--- src/rtl/bist_pattern_ctrl.sv ---
// rtl/bist_pattern_ctrl.sv - LFSR pattern generator and MISR signature checker for cell-array BIST
`timescale 1ns/1ps
module bist_pattern_ctrl #(
    parameter int               WIDTH  = 8,
    parameter logic [WIDTH-1:0] TAPS   = 8'hB8,
    parameter logic [WIDTH-1:0] SEED   = 8'h01,
    parameter int               NPAT   = 255,
    parameter logic [WIDTH-1:0] GOLDEN = 8'h00
) (
    input  logic             CK,
    input  logic             R,
    input  logic             START,
    input  logic [WIDTH-1:0] RESP,
    output logic [WIDTH-1:0] PAT,
    output logic             BUSY,
    output logic             DONE,
    output logic [WIDTH-1:0] SIG,
    output logic             PASS
);

    // Counter holds 1..NPAT while running; sized so NPAT itself never wraps.
    localparam int CW = $clog2(NPAT + 1);

    typedef enum logic [1:0] {
        S_IDLE  = 2'd0,
        S_RUN   = 2'd1,
        S_DRAIN = 2'd2,
        S_DONE  = 2'd3
    } state_t;

    state_t           state_q;
    logic [WIDTH-1:0] lfsr_q;
    logic [WIDTH-1:0] lfsr_d;
    logic [WIDTH-1:0] sig_q;
    logic [WIDTH-1:0] sig_d;
    logic [CW-1:0]    cnt_q;
    logic [WIDTH-1:0] pat_q;
    logic             busy_q;
    logic             done_q;
    logic             pass_q;

    // Shift left, feedback bit is the parity of the tapped bits.
    function automatic logic [WIDTH-1:0] lfsr_step(input logic [WIDTH-1:0] v);
        return {v[WIDTH-2:0], ^(v & TAPS)};
    endfunction

    assign lfsr_d = lfsr_step(lfsr_q);
    assign sig_d  = lfsr_step(sig_q) ^ RESP;

    // Sequencer: lfsr_q is the pattern currently on PAT while running; the
    // MISR lags one cycle behind because the array returns RESP a cycle late.
    always_ff @(posedge CK or negedge R) begin
        if (!R) begin
            state_q <= S_IDLE;
            lfsr_q  <= SEED;
            sig_q   <= '0;
            cnt_q   <= '0;
            pat_q   <= '0;
            busy_q  <= 1'b0;
            done_q  <= 1'b0;
            pass_q  <= 1'b0;
        end else begin
            case (state_q)
                S_IDLE, S_DONE: begin
                    if (START) begin
                        state_q <= S_RUN;
                        lfsr_q  <= SEED;
                        sig_q   <= '0;
                        cnt_q   <= CW'(1);
                        pat_q   <= SEED;
                        busy_q  <= 1'b1;
                        done_q  <= 1'b0;
                        pass_q  <= 1'b0;
                    end
                end
                S_RUN: begin
                    // First RUN cycle has no response yet: the array is still filling.
                    if (cnt_q != CW'(1)) begin
                        sig_q <= sig_d;
                    end
                    if (cnt_q == CW'(NPAT)) begin
                        state_q <= S_DRAIN;
                        pat_q   <= '0;
                    end else begin
                        lfsr_q <= lfsr_d;
                        pat_q  <= lfsr_d;
                        cnt_q  <= cnt_q + CW'(1);
                    end
                end
                S_DRAIN: begin
                    // Response to the last pattern arrives here.
                    sig_q   <= sig_d;
                    state_q <= S_DONE;
                    busy_q  <= 1'b0;
                    done_q  <= 1'b1;
                    pass_q  <= (sig_d == GOLDEN);
                end
                default: begin
                    state_q <= S_IDLE;
                    pat_q   <= '0;
                    busy_q  <= 1'b0;
                    done_q  <= 1'b0;
                    pass_q  <= 1'b0;
                end
            endcase
        end
    end

    assign PAT  = pat_q;
    assign BUSY = busy_q;
    assign DONE = done_q;
    assign SIG  = sig_q;
    assign PASS = pass_q;

endmodule

--- config.mk ---
export PLATFORM = sky130hd
export DESIGN_NAME = bist_pattern_ctrl
export DESIGN_NICKNAME = d
export VERILOG_FILES = /design/src/rtl/bist_pattern_ctrl.sv
export SDC_FILE = /design/constraint.sdc
export NUM_CORES = 1
export LEC_CHECK = 0
export BUFFER_PORTS_ARGS = -buffer_cell sky130_fd_sc_hd__clkbuf_2
export CORE_ASPECT_RATIO = 1.75
export CORE_MARGIN = 2
export CORE_UTILIZATION = 23
export DETAILED_ROUTE_END_ITERATION = 8
export REMOVE_ABC_BUFFERS = 1
export SYNTH_ARGS = -nofsm -noshare
export SYNTH_HDL_FRONTEND = slang
export SYNTH_SLANG_ARGS = --single-unit
--- constraint.sdc ---
create_clock -name CK -period 4.3 [get_ports CK]
set_input_delay 0.215 -clock CK [delete_from_list [all_inputs] [get_ports CK]]
set_output_delay 0.215 -clock CK [all_outputs]
set_load 0.02 [all_outputs]
---- Word level (Yosys, flattened, before mapping) ----
Cells that the tools add are included.
storage, ports and cells
  word-level logic and storage cells ...... 49
  bits in registers ....................... 37
cells by class
  eq/ne operators ......................... 9
  muxes and demuxes ....................... 18
  bitwise logic cells ..................... 1
  reduce and logical (&&, ||, !) cells .... 12
  add/sub/neg operators ................... 1
operators by type and width
  kind                                                 number
  two-way mux 8 bit                                    6
  case mux 8 bit (2 select lines)                      3
  case mux 8 bit (3 select lines)                      1
  XOR reduction 8 bit                                  2
  adder 8 x 1 -> 8 bit, second input constant          1
  equality test 8 bit, second input constant           1
  logical NOT 8 bit                                    1
  != test 2 bit, second input constant                 4
  != test 8 x 1 -> 1 bit, second input constant        1
  AND reduction 2 bit                                  4
  bitwise XOR 8 bit                                    1
  case mux 1 bit (2 select lines)                      3
  case mux 2 bit (3 select lines)                      1
  equality test 2 bit, second input constant           2
  two-way mux 2 bit                                    2
  nonzero test 2 bit                                   2
  AND reduction 3 bit                                  1
  equality test 2 x 1 -> 1 bit, second input constant  1
  logical NOT 2 bit                                    1
  two-way mux 1 bit                                    2
  OR reduction 2 bit                                   1

---- Longest topological paths before layout ----
Gate-level depths: netlist of run 1.
  depth in word-level cells ............... 4
  depth in mapped cells ................... 8

---- Least setup slack after synthesis of run 1 ----
Ideal clock, no wire load.
  path kind ............................... reg2reg
  start ................................... register state_q[0]
  end ..................................... register pat_q[2], in the netlist PAT[2]
  path buffers ............................ 2
  stages on the path, launching flop included .. 8
  slack ................................... 2.616 ns
  library setup time ...................... 0.121 ns
  arrival time ............................ 1.563 ns
  cells stage by stage .................... dfrtp_1 > inv_1 > ha_1 > buf_2 > nor2b_1 > nor2_2 > buf_6 > a22o_1
on the way
  longest elaborated chain between the ends .. 4
RTL lines
  item                                                                         line  source
  start, declared                                                              31    state_t state_q;
  start signal, assigned                                                       54    state_q <= S_IDLE;
  start signal, assigned                                                       66    state_q <= S_RUN;
  start signal, assigned                                                       82    state_q <= S_DRAIN;
  equality test 2 bit / logical NOT 2 bit (equally long branches)              63    case (state_q)
  OR reduction 2 bit                                                           63
  != test 2 bit (no source line) / nonzero test 2 bit (equally long branches)  n/a
  AND reduction 2 bit (no source line)                                         n/a
  end signal, assigned                                                         86    pat_q <= lfsr_d;
  end, declared                                                                37    logic [WIDTH-1:0] pat_q;
Several ways; a longest one is shown, not always the timed one.
A chain may end at the register's enable or synchronous reset.

---- Worst setup path in the final report of run 1 ----
  start ................................... register state_q[1]
  end ..................................... register pat_q[0], in the netlist PAT[0]
Same word-level chain as after synthesis.

==> impl_metrics.yaml, run 1 <==
floorplanning:
  coreArea_um2: 7570
  rows: 42
  die_height_um: 121
  io_pins: 30
  die_area_um2: 8580
  fp.dieW_um: 70.9
  start_util_pct: 23.8
yosys:
  yosys_warnings: 0
  synth-seq-cells: 37
  synth_edf_count: 0
  synth_async_sr_flop_share_pct: 100
  ys_top_cells_by_count: "36 x dfrtp_1, 18 x a22o_1, 10 x xnor2_1, 8 x a21o_1, 8 x nand2_1"
  yosysUniqueCellTypes: 34
  synth_area_leader_cell: "dfrtp_1"
  synth_area_um2: 1800
  yosysMostFrequentCell: "dfrtp_1"
  synthFlopType: "dfrtp_1"
  avgSynthCellArea_um2: 11.3
  synthesis.instances: 159
  seq_area_frac_synth_pct: 51.5
  synth_top_area_share_pct: 50.0
  netlist_top_cells_area: "dfrtp_1 50%, a22o_1 8.8%, xnor2_1 4.9%"
power_and_ir_drop:
  seq_power_share_pct: 34.4
  clockPowerShare_pct: 20.8
  p_comb_share_pct: 44.8
  p_leak_nw: 1.05
  p_sw_uw: 705
  switching_share_pct: 41.4
  cellPowerDensity_nw_per_um2: 789
  p_int_uw: 995
  peakVddDrop_mv: 0.352
  p_total_mw: 1.70
sta:
  rsz0062_at_grt: "no"
  post-route-period-util_pct: 57.4
  setup_ws_ns: 1.83
  max_freq_mhz: 405
  report.final.slew_viol_count: 0
  setup_viol: 0
  tightest_slew_ns: 1.10
  final.setup.tns_ns: 0
  fin_crit_ns: 2.47
  relSlewSlack_pct: 25.6
  holdWs_ns: 0.0650
  finalClockSkew_ns: 0.00400
  final_hold_viol_count: 0
layout:
  fill_cells: 806
  design_area_um2: 2160
  insertedDiodeCount: 0
  nets: 204
  final_util_pct: 28.5
  fin_cells: 277
  drive_above_1_share_pct: 23.8
  area_growth_pct: 19.7
placed_design:
  io_buffers: 29
  placedInstanceArea_um2: 2010
  placedCellCount: 269
  place_congestion: 0.778
  hpwl_um: 2800
  place_ws_ns: 1.82
detailed_routing:
  ant_nets: 0
  wl_per_cell_um: 14.1
  via_per_inst: 4.74
  vias: 1312
  drc: 0
  finalWirelength_um: 3910
  drt-pass1-iter-count: 4
  drtIter0Drc: 52
worst_setup_path:
  end_kind: "flop"
  worst-setup-path-type: "flop to flop"
  crit_family: "compound AO/OA/AOI/OAI gates"
  cpMaxStageDelayCell: "o21ai_0"
  critPathLaunchType: "flop"
  crit_required_ns: 4.47
  worstRegToRegCells: 6
  cpPeakStageDelay_ns: 0.90
  worst-path-buf-inv: 1
  cp.arrival_ns: 2.64
  cp_cell_sequence: "inv_1 > ha_1 > nand4_1 > o21ai_0 > a21oi_1 > a21o_1"
  path_depth: 6
  critPathMaxFanout: 11
grt:
  grt_pass1_vias: 1327
  grt_start_max_net_pins: 38
  overflow: 0
  antenna_found_initial: 0
  track_usage_pct: 10.0
  grt_pass1_wl_um: 6650
clock_tree:
  clock_path_buffers: 2
  cts_buffers: 5
  worstSkewPairLatency_ns: 0.28
  htreeDepth: 2
  cts.clk_slew.worst_paths_ns: 0.06
  cts.repair.resized: 0
  tritoncts: "yes"
  clock_tree.root_cell: "clkbuf_16"
  cts_setup_buffers: 0
  postCtsHoldBufs: 0
  cts_sinks: 37
status:
  status: "completed"
hold_path:
  hp-class: "input port to asynchronous set/reset pin"
flow_run:
  maxCapViolations: 0
==> sequential cells by signal, summed over array words and instances (netlist names) <==
name	count
SIG	8
DONE	1
state_q	2
cnt_q	8
PASS	1
BUSY	1
lfsr_q	8
PAT	8
==> worst paths after layout <==
path	from	end	slack, ns
max	state_q[1]	PAT[0]	1.83
min in group CK	RESP[7]	PASS	0.30
min	R	cnt_q[1]	0.06
max reg2reg	state_q[1]	PAT[0]	1.83
min reg2reg	PAT[0]	PAT[0]	0.49
max in group asynchronous	R	PAT[4]	3.67
==> power by group through the flow <==
stage / registers, mW / clock network [mW] / logic (mW)
final: 0.585 / 0.353 / 0.761
after global routing: 0.604 / 0.376 / 0.849
after CTS: 0.586 / 0.365 / 0.779
after detailed placement: 0.589 / 0 / 0.775
after global placement: 0.588 / 0 / 0.758
after floorplan: 0.643 / 0 / 0.490
==> routing by layer <==
metal | part of all wire (%) | routed length [um] | GRT usage (%)
met3 | 3.9 | 151 | 2.33
met4 | 3.2 | 127 | 6.13
met5 | 0 | 0 | 0
met1 | 43 | 1680 | 11.7
met2 | 50 | 1950 | 16.3
==> logic make-up (layout without fill, tap and decap cells) <==
family,Yosys count,count (layout),synth area share (%)
compound gates,48,48,20.1
xor+xnor,16,16,7.78
fa+ha+maj,5,5,3.47
buf+inv,11,41,3.20
flops,37,37,51.5
mux,2,2,1.18
simple gates,40,40,12.8
==> cells in the final DEF, fill, tap and decap left out, types with 2 or more instances in the layout <==
master / instances
ha_1: 5
inv_1: 4
nor2b_1: 6
nand2_1: 8
clkbuf_16: 5
a22o_1: 18
clkbuf_2: 29
nand4_1: 4
and3_1: 2
xor2_1: 6
nor4b_2: 2
o31ai_1: 3
a21o_1: 8
nor2_1: 7
xnor2_1: 10
nand3_1: 4
a21oi_1: 7
nand2b_1: 3
clkinv_2: 2
o21ai_0: 4
a31oi_1: 2
o211ai_1: 3
dfrtp_1: 36
==> cell type report <==
| class | instances | area (um2) | share of cell area (%) |
|---|---|---|---|
| Sequential cell | 37 | 927 | 43.0 |
| Multi-Input combinational cell | 111 | 816 | 37.8 |
| Timing Repair Buffer | 29 | 145 | 6.73 |
| Clock buffer | 5 | 125 | 5.80 |
| Tap cell | 88 | 110 | 5.11 |
| Clock inverter | 3 | 17.5 | 0.813 |
| Inverter | 4 | 15.0 | 0.696 |
Note: power is estimated with default switching activity, not from simulation.
==> run 2, diff against run 1 <==
Clock period 4.3 ns to 2.3 ns, I/O delays scaled along.
==> run 2 against run 1 <==
The run now ends with hold timing left. Worst setup slack got worse by 1.5 ns. Highest routed layer unchanged. Clock skew grew 0.0048 ns. Core utilization rose by 0.74 points. Global-route usage fell by 0.46 points. Critical endpoint is now lfsr_q[1]. Non-clock buffer count rose by 4. Clock-buffer cell count stayed put. Die area unchanged. Sequential power grew 86%.
==> impl_metrics.yaml, run 2 (synthesis gave the netlist of run 1 again) <==
clock_tree:
  clock_tree.root_cell: "clkbuf_16"
  worstSkewPairLatency_ns: 0.28
  postCtsHoldBufs: 0
  cts_buffers: 5
  tritoncts: "yes"
  cts_sinks: 37
  clock_path_buffers: 2
  cts.clk_slew.worst_paths_ns: 0.06
  cts_setup_buffers: 0
  cts.repair.resized: 0
  htreeDepth: 2
worst_setup_path:
  worst-path-buf-inv: 2
  worstRegToRegCells: 6
  path_depth: 6
  cpMaxStageDelayCell: "ha_1"
  cp_cell_sequence: "inv_1 > ha_1 > nand4_1 > o21ai_0 > buf_4 > a22o_1"
  cpPeakStageDelay_ns: 0.41
  cp.arrival_ns: 2.14
  end_kind: "flop"
  critPathMaxFanout: 10
  crit_family: "compound AO/OA/AOI/OAI gates"
  critPathLaunchType: "flop"
  worst-setup-path-type: "flop to flop"
  crit_required_ns: 2.51
sta:
  post-route-period-util_pct: 83.9
  rsz0062_at_grt: "no"
  final_hold_viol_count: 36
  tightest_slew_ns: 0.943
  max_freq_mhz: 518
  setup_viol: 0
  holdWs_ns: -0.0229
  finalClockSkew_ns: 0.00879
  relSlewSlack_pct: 37.1
  report.final.slew_viol_count: 0
  fin_crit_ns: 1.93
  final.setup.tns_ns: 0
detailed_routing:
  ant_nets: 0
  via_per_inst: 4.75
  drc: 0
  drt-pass1-iter-count: 4
  finalWirelength_um: 3780
  vias: 1336
  drtIter0Drc: 106
  wl_per_cell_um: 13.5
layout:
  insertedDiodeCount: 0
  mostFrequentLayoutCell: "dfrtp_1"
  mostFrequentLayoutCells: "36 x dfrtp_1, 29 x clkbuf_2, 18 x a22o_1, 10 x xnor2_1"
  drive_above_1_share_pct: 25.4
  nets: 208
  area_growth_pct: 22.9
flow_run:
  maxCapViolations: 0
floorplanning:
  coreArea_um2: 7570
  start_util_pct: 23.8
  io_pins: 30
  fp.dieW_um: 70.9
  die_area_um2: 8580
  die_height_um: 121
  rows: 42
status:
  status: "complete, but fails checks"
  violations: "hold timing"
power_and_ir_drop:
  p_leak_nw: 1.09
  peakVddDrop_mv: 0.594
  cellPowerDensity_nw_per_um2: 1510
grt:
  grt_pass1_wl_um: 6370
  grt_start_max_net_pins: 38
  track_usage_pct: 9.54
  antenna_found_initial: 0
  overflow: 0
  grt_pass1_vias: 1308
placed_design:
  place_congestion: 0.812
  hpwl_um: 2720
  io_buffers: 29
hold_path:
  hp-class: "input port to asynchronous set/reset pin"
==> run 2: cell types whose count changed in the layout (fill, tap and decap cells not counted), sizes merged <==
| cell | previous run | this run |
|---|---|---|
| inv | 4 | 5 |
| buf | 0 | 4 |
| bufinv | 0 | 1 |
| clkinv | 2 | 1 |
| clkinvlp | 1 | 0 |
==> run 2: final cells by class <==
type	instances	area, um2
fill	839	5360
sequential	37	927
multi-input combinational	111	816
timing repair buffer	33	175
clock buffer	5	125
tap	88	110
clock inverter	3	43.8
inverter	4	15.0
==> run 2: stage by stage <==
| stage | power, mW | area, um2 | worst slack (ns) | instances | utilization [%] |
|---|---|---|---|---|---|
| final | 3.34 | 2210 | 0.371 | 281 | 29.2 |
| after global routing | 3.60 | 2210 | 0.227 | 281 | 29.2 |
| after CTS | 3.40 | 2210 | 0.385 | 281 | 29.2 |
| after detailed placement | 2.59 | 2040 | 0.407 | 273 | 27.0 |
| after global placement | 2.57 | 2040 | 0.429 | 273 | 27.0 |
| after floorplan | 2.12 | 1760 | 0.312 | 152 | - |
==> run 2: report_power, final <==
group	internal, mW	switching, mW	leakage, nW
sequential	0.882	0.207	0.482
clock	0.513	0.263	0.0842
combinational	0.627	0.848	0.522
==> run 2: final timing paths <==
| check | startpoint | to | slack, ns |
|---|---|---|---|
| worst max-delay path | state_q[1] | lfsr_q[1] | 0.37 |
| min in group CK | RESP[4] | PASS | 0.20 |
| worst min register to register | PAT[0] | PAT[0] | 0.49 |
| worst max register to register | state_q[1] | lfsr_q[1] | 0.37 |
| worst min-delay path | R | state_q[1] | -0.02 |
| max in group asynchronous | R | PAT[2] | 1.74 |
==> run 2: per-layer routing <==
metal,vias up,GRT usage (%),share of wire (%)
met4,0,5.31,2.1
met3,5,2.08,4.4
met2,34,16.2,51
met1,654,11.0,42
met5,-,0,0
li1,643,-,-
==> run 3, diff against run 2 <==
Clock period 2.3 ns to 1.8 ns, I/O delays scaled along.
==> run 3 against run 2 <==
The flow now finishes without violations. Clock skew is 0.00074 ns lower. Die area stayed put. Global-route usage is 0.31 points higher. Core utilization is 1.5 points higher. Highest routed layer unchanged. Sequential share of layout area is 2.1 points lower. Routed wire length is 1.1% higher. Critical path depth stayed put. Clock power is 28% higher.
==> impl_metrics.yaml, run 3 (synthesis gave the netlist of run 1 again) <==
worst_setup_path:
  worstRegToRegCells: 6
  cpMaxStageDelayCell: "dfrtp_1"
  crit_required_ns: 1.96
  end_kind: "flop"
  cp_cell_sequence: "ha_4 > mux2_2 > o211ai_1 > buf_4 > xor2_1 > nor2_1"
  cp.arrival_ns: 1.83
  critPathLaunchType: "flop"
  critPathMaxFanout: 7
  worst-setup-path-type: "flop to flop"
  cpPeakStageDelay_ns: 0.40
sta:
  rsz0062_at_grt: "no"
  finalClockSkew_ns: 0.00804
  fin_crit_ns: 1.67
  setup_viol: 0
  post-route-period-util_pct: 92.5
  relSlewSlack_pct: 68.7
  final_hold_viol_count: 0
  report.final.slew_viol_count: 0
  tightest_slew_ns: 0.469
  final.setup.tns_ns: 0
  max_freq_mhz: 600
power_and_ir_drop:
  cellPowerDensity_nw_per_um2: 1940
  p_leak_nw: 1.14
  peakVddDrop_mv: 1.10
  p_total_mw: 4.52
hold_path:
  hp-class: "input port to flop"
  hold_depth: 4
floorplanning:
  coreArea_um2: 7570
  die_height_um: 121
  die_area_um2: 8580
  fp.dieW_um: 70.9
  rows: 42
  io_pins: 30
  start_util_pct: 23.8
layout:
  insertedDiodeCount: 0
  mostFrequentLayoutCell: "dfrtp_1"
  drive_above_1_share_pct: 29.6
  area_growth_pct: 29.2
  nets: 218
  mostFrequentLayoutCells: "36 x dfrtp_1, 29 x clkbuf_2, 18 x a22o_1, 12 x buf_4, 10 x xnor2_1"
clock_tree:
  clock_tree.root_cell: "clkbuf_16"
  cts_sinks: 37
  cts_buffers: 5
  cts.clk_slew.worst_paths_ns: 0.06
  worstSkewPairLatency_ns: 0.28
  clock_path_buffers: 2
  htreeDepth: 2
  tritoncts: "yes"
detailed_routing:
  vias: 1351
  wl_per_cell_um: 13.1
  drc: 0
  drt-pass1-iter-count: 6
  drtIter0Drc: 42
  ant_nets: 0
  finalWirelength_um: 3820
  via_per_inst: 4.64
status:
  status: "completed"
placed_design:
  place_congestion: 0.832
  io_buffers: 29
  hpwl_um: 2860
grt:
  overflow: 0
  grt_pass1_wl_um: 6540
  grt_pass1_vias: 1353
  antenna_found_initial: 0
  track_usage_pct: 9.86
  grt_start_max_net_pins: 38
flow_run:
  maxCapViolations: 0
-- run 3: changes by cell type in the layout (fill, tap and decap cells not counted) --
cell           before  now
buf_4               4   12
ha_1                5    3
buf_12              0    1
dlygate4sd3_1       0    1
ha_2                0    1
ha_4                0    1
nor4b_2             2    1
nor4b_4             0    1
o21ai_0             4    3
o21ai_1             1    2
-- run 3: worst paths after layout --
kind	from	to	slack [ns]
worst max-delay path	state_q[1]	cnt_q[3]	0.13
worst min-delay path	RESP[4]	PASS	0.16
worst max register to register	state_q[1]	cnt_q[3]	0.13
worst min register to register	PAT[2]	PAT[2]	0.50
max in group asynchronous	R	lfsr_q[0]	1.07
min in group asynchronous	R	PAT[1]	0.39
-- run 3: power breakdown --
part	switching, mW	internal, mW	leakage (nW)
logic	1.12	1.01	0.573
clock network	0.339	0.655	0.0842
registers	0.268	1.13	0.482
-- run 3: layout make-up --
type | count | area (um2)
Clock buffer | 5 | 125
Inverter | 4 | 15.0
Multi-Input combinational cell | 111 | 840
Tap cell | 88 | 110
Fill cell | 792 | 5240
Timing Repair Buffer | 43 | 265
Sequential cell | 37 | 927
Clock inverter | 3 | 43.8
-- run 3: metrics by stage --
stage	hold WS [ns]	area, um2	instances	setup slack (ns)	util (%)
after floorplan	-0.206	1760	152	-0.188	-
after global placement	0.169	2120	281	0.104	28.0
after detailed placement	0.168	2120	281	0.0731	28.0
after CTS	0.164	2290	290	0.0401	30.3
after global routing	0.176	2330	291	0.0166	30.7
final	0.164	2330	291	0.134	30.7
-- run 3: routing by layer --
metal  up-vias  global-route usage [%]  share of wire [%]
met5         -                       0                  0
met4         0                    6.13                3.3
met3         8                    2.33                3.9
met2        31                    16.7                 52
met1       656                    10.9                 41
li1        656                       -                  -
-- run 3: worst max-delay path, delay by kind of cell (launching register included) --
family	cells	cell delay, ns
compound gates	1	0.10
fa+ha+maj	1	0.31
xor+xnor	1	0.14
simple gates	1	0.06
buf+inv	1	0.17
mux	1	0.36
flops	1	0.40
-- run 3: repair_timing --
| item | in CTS | in global routing |
|---|---|---|
| hold buffers | 1 | 0 |
| hold endpoints to repair | 36 | 0 |
| gates resized for setup | 0 | 5 |
| endpoints found under the setup margin | 0 | 18 |
| setup buffers | 0 | 1 |
